## src/rtl/instr_fetch_pkg.sv

```systemverilog
// Shared defaults and the buffered fetch entry type for the fetch stage.
package instr_fetch_pkg;

  localparam int unsigned DEF_PTR_WIDTH        = 8;
  localparam int unsigned DEF_INSTR_WIDTH      = 128;
  localparam int unsigned DEF_MEM_READ_LATENCY = 2;
  localparam int unsigned DEF_FIFO_DEPTH       = 4;

  // One fetched instruction together with the address it came from.
  typedef struct packed {
    logic [DEF_INSTR_WIDTH-1:0] instr;
    logic [DEF_PTR_WIDTH-1:0]   addr;
  } fetch_entry_t;

endpackage

```

## src/rtl/instr_fetch_if.sv

```systemverilog
// Memory read bus plus decoder valid/ready handshake of the fetch stage.
// master = fetch unit, slave = memory/decoder environment.
interface instr_fetch_if import instr_fetch_pkg::*; #(
  parameter int unsigned PTR_WIDTH   = DEF_PTR_WIDTH,
  parameter int unsigned INSTR_WIDTH = DEF_INSTR_WIDTH
) ();

  logic                   mem_rd_en;
  logic [PTR_WIDTH-1:0]   mem_addr;
  logic [INSTR_WIDTH-1:0] mem_rd_data;
  logic [INSTR_WIDTH-1:0] instr_out;
  logic [PTR_WIDTH-1:0]   instr_addr;
  logic                   instr_valid;
  logic                   instr_ready;

  modport master (
    output mem_rd_en, mem_addr, instr_out, instr_addr, instr_valid,
    input  mem_rd_data, instr_ready
  );

  modport slave (
    input  mem_rd_en, mem_addr, instr_out, instr_addr, instr_valid,
    output mem_rd_data, instr_ready
  );

endinterface

```

## src/rtl/fetch_fifo.sv

```systemverilog
// Synchronous FIFO holding returned fetches; clear drops everything and wins over push.
module fetch_fifo import instr_fetch_pkg::*; #(
  parameter int unsigned DEPTH   = DEF_FIFO_DEPTH,
  parameter type         entry_t = fetch_entry_t
) (
  input  logic                       clk,
  input  logic                       reset_n,
  input  logic                       clear,
  input  logic                       push,
  input  entry_t                     push_data,
  input  logic                       pop,
  output entry_t                     head,
  output logic                       empty,
  output logic [$clog2(DEPTH+1)-1:0] count
);

  localparam int unsigned AW = $clog2(DEPTH);
  localparam int unsigned CW = $clog2(DEPTH + 1);

  entry_t        mem_q [DEPTH];
  logic [AW-1:0] wr_q, rd_q;
  logic [CW-1:0] count_q;
  logic          full, do_push, do_pop;

  assign empty   = (count_q == '0);
  assign full    = (count_q == CW'(DEPTH));
  assign do_pop  = pop & ~empty;
  assign do_push = push & (~full | do_pop);
  assign head    = mem_q[rd_q];
  assign count   = count_q;

  // Pointer and occupancy state; pointers wrap naturally since DEPTH is a power of 2.
  always_ff @(posedge clk or negedge reset_n) begin
    if (!reset_n) begin
      wr_q    <= '0;
      rd_q    <= '0;
      count_q <= '0;
    end else if (clear) begin
      wr_q    <= '0;
      rd_q    <= '0;
      count_q <= '0;
    end else begin
      if (do_push) wr_q <= wr_q + AW'(1);
      if (do_pop)  rd_q <= rd_q + AW'(1);
      count_q <= count_q + CW'(do_push) - CW'(do_pop);
    end
  end

  // Storage needs no reset: slots are only observed while count covers them.
  always_ff @(posedge clk) begin
    if (do_push && !clear) mem_q[wr_q] <= push_data;
  end

  // Upstream credit accounting must never push into a full FIFO without a pop.
  overflow_check: assert property (@(posedge clk) disable iff (!reset_n)
    !(push && !clear && full && !pop));

endmodule

```

## src/rtl/instr_fetch.sv

```systemverilog
// Fetch stage: issues fixed-latency memory reads while credit remains, tracks them
// in a latency-matched shift register and buffers returns for the decoder.
module instr_fetch import instr_fetch_pkg::*; #(
  parameter int unsigned PTR_WIDTH        = DEF_PTR_WIDTH,
  parameter int unsigned INSTR_WIDTH      = DEF_INSTR_WIDTH,
  parameter int unsigned MEM_READ_LATENCY = DEF_MEM_READ_LATENCY,
  parameter int unsigned FIFO_DEPTH       = DEF_FIFO_DEPTH
) (
  input  logic                 clk,
  input  logic                 reset_n,
  input  logic                 run,
  input  logic                 flush,
  input  logic [PTR_WIDTH-1:0] ptr_in,
  output logic                 ptr_enable,
  instr_fetch_if.master        bus
);

  localparam int unsigned CW  = $clog2(FIFO_DEPTH + 1);
  localparam int unsigned TW  = $clog2(FIFO_DEPTH + MEM_READ_LATENCY + 1);
  localparam int unsigned LAT = MEM_READ_LATENCY;

  typedef struct packed {
    logic [INSTR_WIDTH-1:0] instr;
    logic [PTR_WIDTH-1:0]   addr;
  } entry_t;

  logic [LAT-1:0]                sr_valid_q, sr_valid_d;
  logic [LAT-1:0][PTR_WIDTH-1:0] sr_addr_q, sr_addr_d;
  logic [TW-1:0]                 inflight;
  logic [CW-1:0]                 occupancy;
  logic                          issue, push, pop, fifo_empty;
  entry_t                        push_entry, head;

  // Count reads still travelling through memory.
  always_comb begin
    inflight = '0;
    for (int i = 0; i < int'(LAT); i++) inflight = inflight + TW'(sr_valid_q[i]);
  end

  // Credit check; reset_n gates issue so nothing leaves while reset is held.
  assign issue = reset_n & run & ~flush &
                 ((inflight + TW'(occupancy)) < TW'(FIFO_DEPTH));

  // Shift register next state; flush kills every in-flight read.
  always_comb begin
    sr_valid_d = '0;
    sr_addr_d  = sr_addr_q;
    if (!flush) begin
      sr_valid_d[0] = issue;
      sr_addr_d[0]  = ptr_in;
      for (int i = 1; i < int'(LAT); i++) begin
        sr_valid_d[i] = sr_valid_q[i-1];
        sr_addr_d[i]  = sr_addr_q[i-1];
      end
    end
  end

  // In-flight read tracking register.
  always_ff @(posedge clk or negedge reset_n) begin
    if (!reset_n) begin
      sr_valid_q <= '0;
      sr_addr_q  <= '0;
    end else begin
      sr_valid_q <= sr_valid_d;
      sr_addr_q  <= sr_addr_d;
    end
  end

  assign push             = sr_valid_q[LAT-1];
  assign push_entry.instr = bus.mem_rd_data;
  assign push_entry.addr  = sr_addr_q[LAT-1];
  assign pop              = bus.instr_valid & bus.instr_ready;

  fetch_fifo #(
    .DEPTH   (FIFO_DEPTH),
    .entry_t (entry_t)
  ) u_fifo (
    .clk       (clk),
    .reset_n   (reset_n),
    .clear     (flush),
    .push      (push),
    .push_data (push_entry),
    .pop       (pop),
    .head      (head),
    .empty     (fifo_empty),
    .count     (occupancy)
  );

  assign ptr_enable      = issue;
  assign bus.mem_rd_en   = issue;
  assign bus.mem_addr    = issue ? ptr_in : '0;
  assign bus.instr_valid = ~fifo_empty & ~flush;
  assign bus.instr_out   = fifo_empty ? '0 : head.instr;
  assign bus.instr_addr  = fifo_empty ? '0 : head.addr;

endmodule

```

## src/flat_wrapper.sv

```systemverilog
// flat-port wrapper written by rule: the top's interface ports become plain ports
module instr_fetch_flat import instr_fetch_pkg::*;
#(
  parameter int unsigned PTR_WIDTH        = DEF_PTR_WIDTH,
  parameter int unsigned INSTR_WIDTH      = DEF_INSTR_WIDTH,
  parameter int unsigned MEM_READ_LATENCY = DEF_MEM_READ_LATENCY,
  parameter int unsigned FIFO_DEPTH       = DEF_FIFO_DEPTH
)
  (clk, reset_n, run, flush, ptr_in, ptr_enable, bus_mem_rd_en, bus_mem_addr, bus_instr_out, bus_instr_addr, bus_instr_valid, bus_mem_rd_data, bus_instr_ready);
  instr_fetch_if #(.PTR_WIDTH(PTR_WIDTH), .INSTR_WIDTH(INSTR_WIDTH)) bus_i ();
  input  logic clk;
  input  logic reset_n;
  input  logic run;
  input  logic flush;
  input  logic [PTR_WIDTH-1:0] ptr_in;
  output logic ptr_enable;
  output wire logic [$bits(bus_i.mem_rd_en)-1:0] bus_mem_rd_en;
  output wire logic [$bits(bus_i.mem_addr)-1:0] bus_mem_addr;
  output wire logic [$bits(bus_i.instr_out)-1:0] bus_instr_out;
  output wire logic [$bits(bus_i.instr_addr)-1:0] bus_instr_addr;
  output wire logic [$bits(bus_i.instr_valid)-1:0] bus_instr_valid;
  input wire logic [$bits(bus_i.mem_rd_data)-1:0] bus_mem_rd_data;
  input wire logic [$bits(bus_i.instr_ready)-1:0] bus_instr_ready;
  assign bus_mem_rd_en = bus_i.mem_rd_en;
  assign bus_mem_addr = bus_i.mem_addr;
  assign bus_instr_out = bus_i.instr_out;
  assign bus_instr_addr = bus_i.instr_addr;
  assign bus_instr_valid = bus_i.instr_valid;
  assign bus_i.mem_rd_data = bus_mem_rd_data;
  assign bus_i.instr_ready = bus_instr_ready;
  instr_fetch #(.PTR_WIDTH(PTR_WIDTH), .INSTR_WIDTH(INSTR_WIDTH), .MEM_READ_LATENCY(MEM_READ_LATENCY), .FIFO_DEPTH(FIFO_DEPTH)) u_core (.clk(clk), .reset_n(reset_n), .run(run), .flush(flush), .ptr_in(ptr_in), .ptr_enable(ptr_enable), .bus(bus_i));
endmodule
```

## config.mk

```make
export PLATFORM = sky130hd
export DESIGN_NAME = instr_fetch_flat
export DESIGN_NICKNAME = d
export VERILOG_FILES = /design/src/rtl/instr_fetch_pkg.sv /design/src/rtl/instr_fetch_if.sv /design/src/rtl/fetch_fifo.sv /design/src/rtl/instr_fetch.sv /design/src/flat_wrapper.sv
export SDC_FILE = /design/constraint.sdc
export NUM_CORES = 1
export LEC_CHECK = 0
export ABC_AREA = 1
export CAP_MARGIN = 30
export CORE_UTILIZATION = 55
export DETAILED_ROUTE_END_ITERATION = 16
export HOLD_SLACK_MARGIN = 0.03
export PLACE_DENSITY = 0.8
export RECOVER_POWER = 50
export SLEW_MARGIN = 15
export SYNTH_ARGS = -nofsm -noshare
export SYNTH_HDL_FRONTEND = slang
export SYNTH_SLANG_ARGS = --single-unit
```

## constraint.sdc

```tcl
create_clock -name clk -period 9.45 [get_ports clk]
set_input_delay 0.945 -clock clk [delete_from_list [all_inputs] [get_ports clk]]
set_output_delay 0.945 -clock clk [all_outputs]
set_load 0.005 [all_outputs]
```

==> results of run 1 <==
## state kept, by name (all words and copies together), names as in the netlist
name                 count
u_core.push_entry        8
u_core.sr_addr_q         8
u_core.u_fifo.wr_q       2
u_core.u_fifo.rd_q       2
u_core.sr_valid_q        2
u_core.u_fifo.mem_q    544
u_core.u_fifo.count      3
## stage by stage
step / instances / cell area, sq um / hold WS (ns) / worst slack [ns] / power [uW]
2_1_floorplan: 1754 / 22200 / 0.442 / 1.70 / 3780
3_3_place_gp: 2473 / 25300 / 0.454 / 4.79 / 4650
3_5_place_dp: 2477 / 25400 / 0.456 / 4.89 / 4680
4_1_cts: 2576 / 27200 / 0.473 / 4.22 / 6840
5_1_grt: 2584 / 27300 / 0.510 / 3.33 / 7090
6_report: 2586 / 27300 / 0.468 / 3.83 / 6810
## critical path: stages
cell and delay [ns]:
dlygate4sd3_1 0.53, clkbuf_1 0.54, inv_1 0.71, nand3_1 0.42, nor2_1 1.70, buf_4 0.67
buf_12 0.30
## synth_stat cells (all sizes together), types with 3 or more instances
library cell / n
clkbuf: 20
inv: 25
nor2: 564
buf: 90
dfrtp: 25
ha: 7
o21ai: 282
nand4: 3
a21oi: 137
edfxtp: 544
nand3: 10
nand2: 41
## final timing paths
| check | start | endpoint | slack (ns) | cells after the start |
|---|---|---|---|---|
| hold / removal | u_core.sr_addr_q[1]$_DFFE_PN0N_ | u_core.push_entry[1]$_DFFE_PN0N_ | 0.47 | 2 |
| hold reg to reg | u_core.sr_addr_q[1]$_DFFE_PN0N_ | u_core.push_entry[1]$_DFFE_PN0N_ | 0.47 | 2 |
| setup / recovery | flush | u_core.u_fifo.mem_q[3][42]$_DFFE_PP_ | 3.83 | 7 |
| max in group asynchronous | reset_n | u_core.u_fifo.rd_q[0]$_DFFE_PN0P_ | 7.10 | 2 |
| setup reg to reg | u_core.u_fifo.count[1]$_DFF_PN0_ | u_core.u_fifo.mem_q[3][42]$_DFFE_PP_ | 5.34 | 6 |
| min in group asynchronous | reset_n | u_core.sr_addr_q[4]$_DFFE_PN0N_ | 1.26 | 2 |
## layout make-up
cell class | count | area [sq um] | area share
Sequential cell | 569 | 17000 | 0.622
Multi-Input combinational cell | 1050 | 4600 | 0.169
Timing Repair Buffer | 311 | 3160 | 0.116
Clock buffer | 61 | 1400 | 0.0513
Tap cell | 525 | 657 | 0.0241
Clock inverter | 38 | 383 | 0.0140
Inverter | 25 | 106 | 0.00390
Antenna cell | 7 | 17.5 | 0.000642
## per-layer routing
layer / vias to the layer above / part of all wire / track usage
li1: 6718 / - / -
met1: 7006 / 0.41 / 0.317
met2: 540 / 0.50 / 0.413
met3: 82 / 0.066 / 0.0396
met4: 8 / 0.023 / 0.0905
met5: - / 0.00079 / 0
## cell families (layout without fill, tap and decap cells)
kind of cell	count (synthesis)	count (layout)	share of synthesized area
simple gates	621	621	0.106
buf+inv	135	435	0.0308
fa+ha+maj	8	8	0.00484
xor+xnor	1	1	0.000394
flops	569	569	0.763
compound gates	420	420	0.0947
other cells	0	7	0
## where the power goes
part / internal, uW / switching (uW) / leakage [uW] / total, uW
combinational: 795 / 1010 / 0.00319 / 1810
clock: 1280 / 891 / 0.000863 / 2170
sequential: 2790 / 39.6 / 0.00521 / 2830
==> metrics, run 1 <==
Synth Instances=1754; die height=203 microns; TNS Setup=0 ns; leakage power=0.00927 uW; share of the synthesized area in the top cell type=0.735; CTS root buf=clkbuf_16; Synth cell types=23; CTS sink count=569; failing checks=max-capacitance violations, max-slew violations; die area=0.0412 sq mm; Detail Route Antenna Nets=0; Fmax=0.178 GHz; Least-Margin Pin Slew=2.17 ns; gpl congestion=0.769; RSZ-0062 raised after global routing=false; final net count=2160; Port Buffers=287; ys flop type=edfxtp_1; yosys warns=0; area delta synth->final=22.8%; CP Capture Type=register; endpoints failing hold=0; most frequent cells in the layout=561 x nor2_1, 544 x edfxtp_1, 233 x o21ai_1; worst-path maximum fanout=36; Data required, critical path=9.72 ns; worst relative slew slack=-0.449; I/O pins=288; DR pass1 iterations=5; vias in the first global route=13800; synth top area cells=edfxtp_1 74%, nor2_1 9.5%, o21ai_1 5.3%; Yosys top cell by area=edfxtp_1; CTS max path bufs=3; WL final=50.7 mm; Final Util=0.685; hold crit path type=reg2reg; Cell Area, Synth=0.0222 sq mm; initial core utilization=0.558; Setup CP Type=in2reg; DRT iter0 DRCs=1193; clk_lat worst skew=0.59 ns; Fillers=2806; Yosys reg bits=569; Max Slew Vio Count=79; first-pass GRT wire length=76.4 mm; Synth Net Count=1903; htree depth=2; Core ar.=0.0398 sq mm; chip width=203 microns; Post-synth EDFFs=544; status=finished, violations left; PwrDens=249 mW/mm^2; syn avg cell area=12.7 sq um; DRC violations left=0; Final Skew=0.0114 ns; Setup violations, final=0; post-route clock period utilization=0.594; antenna violations before repair=11; ys async rst share=0.0439; Total GRT Usage=0.243; largest net degree at the start of global routing=166; Arrival @ worst endpoint=5.89 ns; critical path startpoint category=primary input; Clock transition at path regs=0.06 ns; Peak supply drop=0.188 mV; layout cells sized above 1=0.0511; final global-route overflow total=0; commonest non-fill, non-tap cell in the layout=nor2_1; Final min period=5.62 ns; post-DP HPWL=28.0 mm; Vias=14400; setup bufs post-CTS=0; Post-CTS Hold Buffers=0; vias per inst=5.55; sequential area share after synthesis=0.763; # rows=73; CTS Buf Count=54; post-CTS sizing=0; Routed WL per cell=19.6 microns; number of max-cap violations=3; CTS tree=yes
No activity file was read; power rests on OpenSTA's default activity.
==> run 2: changes to the inputs <==
CORE_UTILIZATION = 50   (was 55)
PLACE_DENSITY = 0.76   (was 0.8)
clock period = 4.6 ns   (was 9.45 ns; I/O delays follow)
==> run 2 against run 1 <==
  * The flow still finishes with violations (max-capacitance violations, max-slew violations)
  * Clock power increased by 85%
  * Via count decreased by 1.3%
  * Sequential power increased by 100%
  * Critical path type is now in2out
  * Global-route usage decreased by 2.0 points
  * Clock skew increased by 0.0040 ns
  * Non-clock buffer count unchanged
  * Total power increased by 99%
  * Hold slack got worse by 0.032 ns
  * Final area decreased by 0.43%
==> metrics, run 2 (synthesis gave the netlist of run 1 again) <==
WL final=50.5 mm (was 50.7 mm); Port Buffers=287 (unchanged); area delta synth->final=22.3% (was 22.8%); vias per inst=5.36 (was 5.55); Setup violations, final=0 (unchanged); gpl congestion=0.777 (was 0.769); switching portion of total power=0.291 (was 0.285); number of max-cap violations=1 (was 3); max reg flops=544 (unchanged); clock power share=0.296 (was 0.318); post-route clock period utilization=0.805; hold crit path type=in2reg (was reg2reg); CTS tree=yes (unchanged); antenna violations before repair=15 (was 11); CTS Buf Count=55 (was 54); final global-route overflow total=0 (unchanged); # rows=76 (was 73); reg2reg path depth=5 (was 6); Hold Path End=u_core.sr_addr_q[5]$_DFFE_PN0N_ (was u_core.push_entry[1]$_DFFE_PN0N_); most frequent cells in the layout=562 x nor2_1, 544 x edfxtp_1, 233 x o21ai_1 (was 561 x nor2_1, 544 x edfxtp_1, 233 x o21ai_1); post-DP HPWL=27.7 mm (was 28.0 mm); initial core utilization=0.511 (was 0.558); Final min period=3.70 ns; worst slack, placed=1.52 ns (was 4.89 ns); layout cells sized above 1=0.0464 (was 0.0511); PwrDens=499 mW/mm^2 (was 249 mW/mm^2); Least-Margin Pin Slew=1.88 ns (was 2.17 ns); Arrival @ worst endpoint=3.24 ns (was 5.89 ns); hold path start=ptr_in[5] (was u_core.sr_addr_q[1]$_DFFE_PN0N_); sequential cell area=0.0170 sq mm (unchanged); status=finished, violations left (unchanged); area of the multi-input gates=0.00459 sq mm (was 0.00460 sq mm); CTS max path bufs=3 (unchanged); Data required, critical path=4.14 ns (was 9.72 ns); Detail Route Antenna Nets=0 (unchanged); die area=0.0453 sq mm (was 0.0412 sq mm); Vias=14200 (was 14400); commonest non-fill, non-tap cell in the layout=nor2_1 (unchanged); leakage power=0.00917 uW (was 0.00927 uW); chip width=213 microns (was 203 microns); largest net degree at the start of global routing=149 (was 166); Routed WL per cell=19.1 microns (was 19.6 microns); Core ar.=0.0435 sq mm (was 0.0398 sq mm); Max Slew Vio Count=65 (was 79); endpoints failing hold=0 (unchanged); CTS root buf=clkbuf_16 (unchanged); R2R setup slack=1.37 ns (was 5.34 ns); Post-CTS Hold Buffers=0 (unchanged); clk_lat worst skew=0.60 ns (was 0.59 ns); setup bufs post-CTS=0 (unchanged); Peak supply drop=0.339 mV (was 0.188 mV); Fillers=3223 (was 2806); Final Skew=0.0154 ns (was 0.0114 ns); die height=213 microns (was 203 microns); Reg with most FFs=u_core.u_fifo.mem_q (unchanged); final worst slack=0.896 ns (was 3.83 ns); CTS sink count=569 (unchanged); RR Startpoint=u_core.u_fifo.count[1]$_DFF_PN0_ (unchanged); vias in the first global route=14300 (was 13800); failing checks=max-capacitance violations, max-slew violations (unchanged); post-CTS sizing=0 (unchanged); I/O pins=288 (unchanged); Total GRT Usage=0.223 (was 0.243); PnR Total Power=13600 uW (was 6810 uW); critical path startpoint category=primary input (unchanged); htree depth=2 (unchanged); worst-path maximum fanout=26 (was 36); DRT iter0 DRCs=1196 (was 1193); Critical R2R Capture=u_core.u_fifo.mem_q[0][40]$_DFFE_PP_ (was u_core.u_fifo.mem_q[3][42]$_DFFE_PP_); DR pass1 iterations=5 (unchanged); DRC violations left=0 (unchanged); final hold slack=0.436 ns (was 0.468 ns); internal power=9620 uW (was 4870 uW); RSZ-0062 raised after global routing=false (unchanged); WHS Path Cells=3 (was 2); worst relative slew slack=-0.254 (was -0.449); Combinational Power Share=0.276 (was 0.265); final net count=2161 (was 2160); Setup CP Type=in2out (was in2reg); NetSw=3950 uW (was 1940 uW); first-pass GRT wire length=77.0 mm (was 76.4 mm); Fmax=0.270 GHz; CP Capture Type=output port (was register); sequential share of power=0.428 (was 0.416); Clock transition at path regs=0.06 ns (about the same)
==> run 2: cell types whose count changed in the layout (fill, tap and decap cells not counted), moves of 4 or more <==
cell | before | now
diode_2 | 7 | 11
clkinv_1 | 18 | 13
buf_16 | 4 | 0
clkbuf_1 | 10 | 19
bufinv_16 | 8 | 1
buf_12 | 3 | 11
buf_4 | 13 | 9
==> run 2: layer usage <==
| metal | part of all wire | global-route usage | up-vias |
|---|---|---|---|
| met2 | 0.50 | 0.373 | 463 |
| met1 | 0.40 | 0.284 | 6888 |
| met4 | 0.031 | 0.0985 | 6 |
| li1 | - | - | 6712 |
| met3 | 0.062 | 0.0427 | 99 |
| met5 | 0.00077 | 0 | - |
==> run 2: area by class of cell <==
class,count,area share
Antenna cell,11,0.00101
Clock buffer,72,0.0530
Clock inverter,22,0.00460
Inverter,25,0.00391
Multi-Input combinational cell,1050,0.169
Sequential cell,569,0.625
Tap cell,585,0.0269
Timing Repair Buffer,311,0.117
==> run 2: worst max path at each step <==
stage               depth (start not counted)                              start                                  end
finish                                      7                            reset_n                      bus_mem_addr[2]
global route                                7                            reset_n                      bus_mem_addr[2]
CTS                                         5  u_core.u_fifo.rd_q[0]$_DFFE_PN0P_                     bus_instr_out[4]
detailed placement                          5  u_core.u_fifo.rd_q[0]$_DFFE_PN0P_                     bus_instr_out[4]
global placement                            5  u_core.u_fifo.rd_q[0]$_DFFE_PN0P_                     bus_instr_out[4]
floorplan                                   4                    bus_instr_ready  u_core.u_fifo.mem_q[0][0]$_DFFE_PP_
==> run 2: through the flow <==
stage | std cells | setup TNS (ns) | utilization | area [sq um]
CTS | 2634 | 0 | 0.626 | 27200
floorplan | 1754 | -232.38 | - | 22200
finish | 2645 | 0 | 0.625 | 27200
detailed placement | 2540 | 0 | 0.590 | 25600
global placement | 2540 | 0 | 0.590 | 25600
global route | 2642 | 0 | 0.625 | 27200
==> run 2: power by group through the flow <==
stage	combinational, uW	clock [uW]	sequential, uW
after floorplan	1890	0	5880
after global placement	3740	0	5900
after detailed placement	3790	0	5910
after CTS	3820	4090	5800
after global routing	4090	4280	5810
final	3750	4020	5800
==> run 2: critical path, cell delays in order <==
cell and delay [ns]:
dlygate4sd3_1 0.52, clkbuf_1 1.02, nand3_1 0.22, nor2_1 0.27, inv_2 0.11, nor2_1 0.12
clkdlybuf4s50_1 0.51
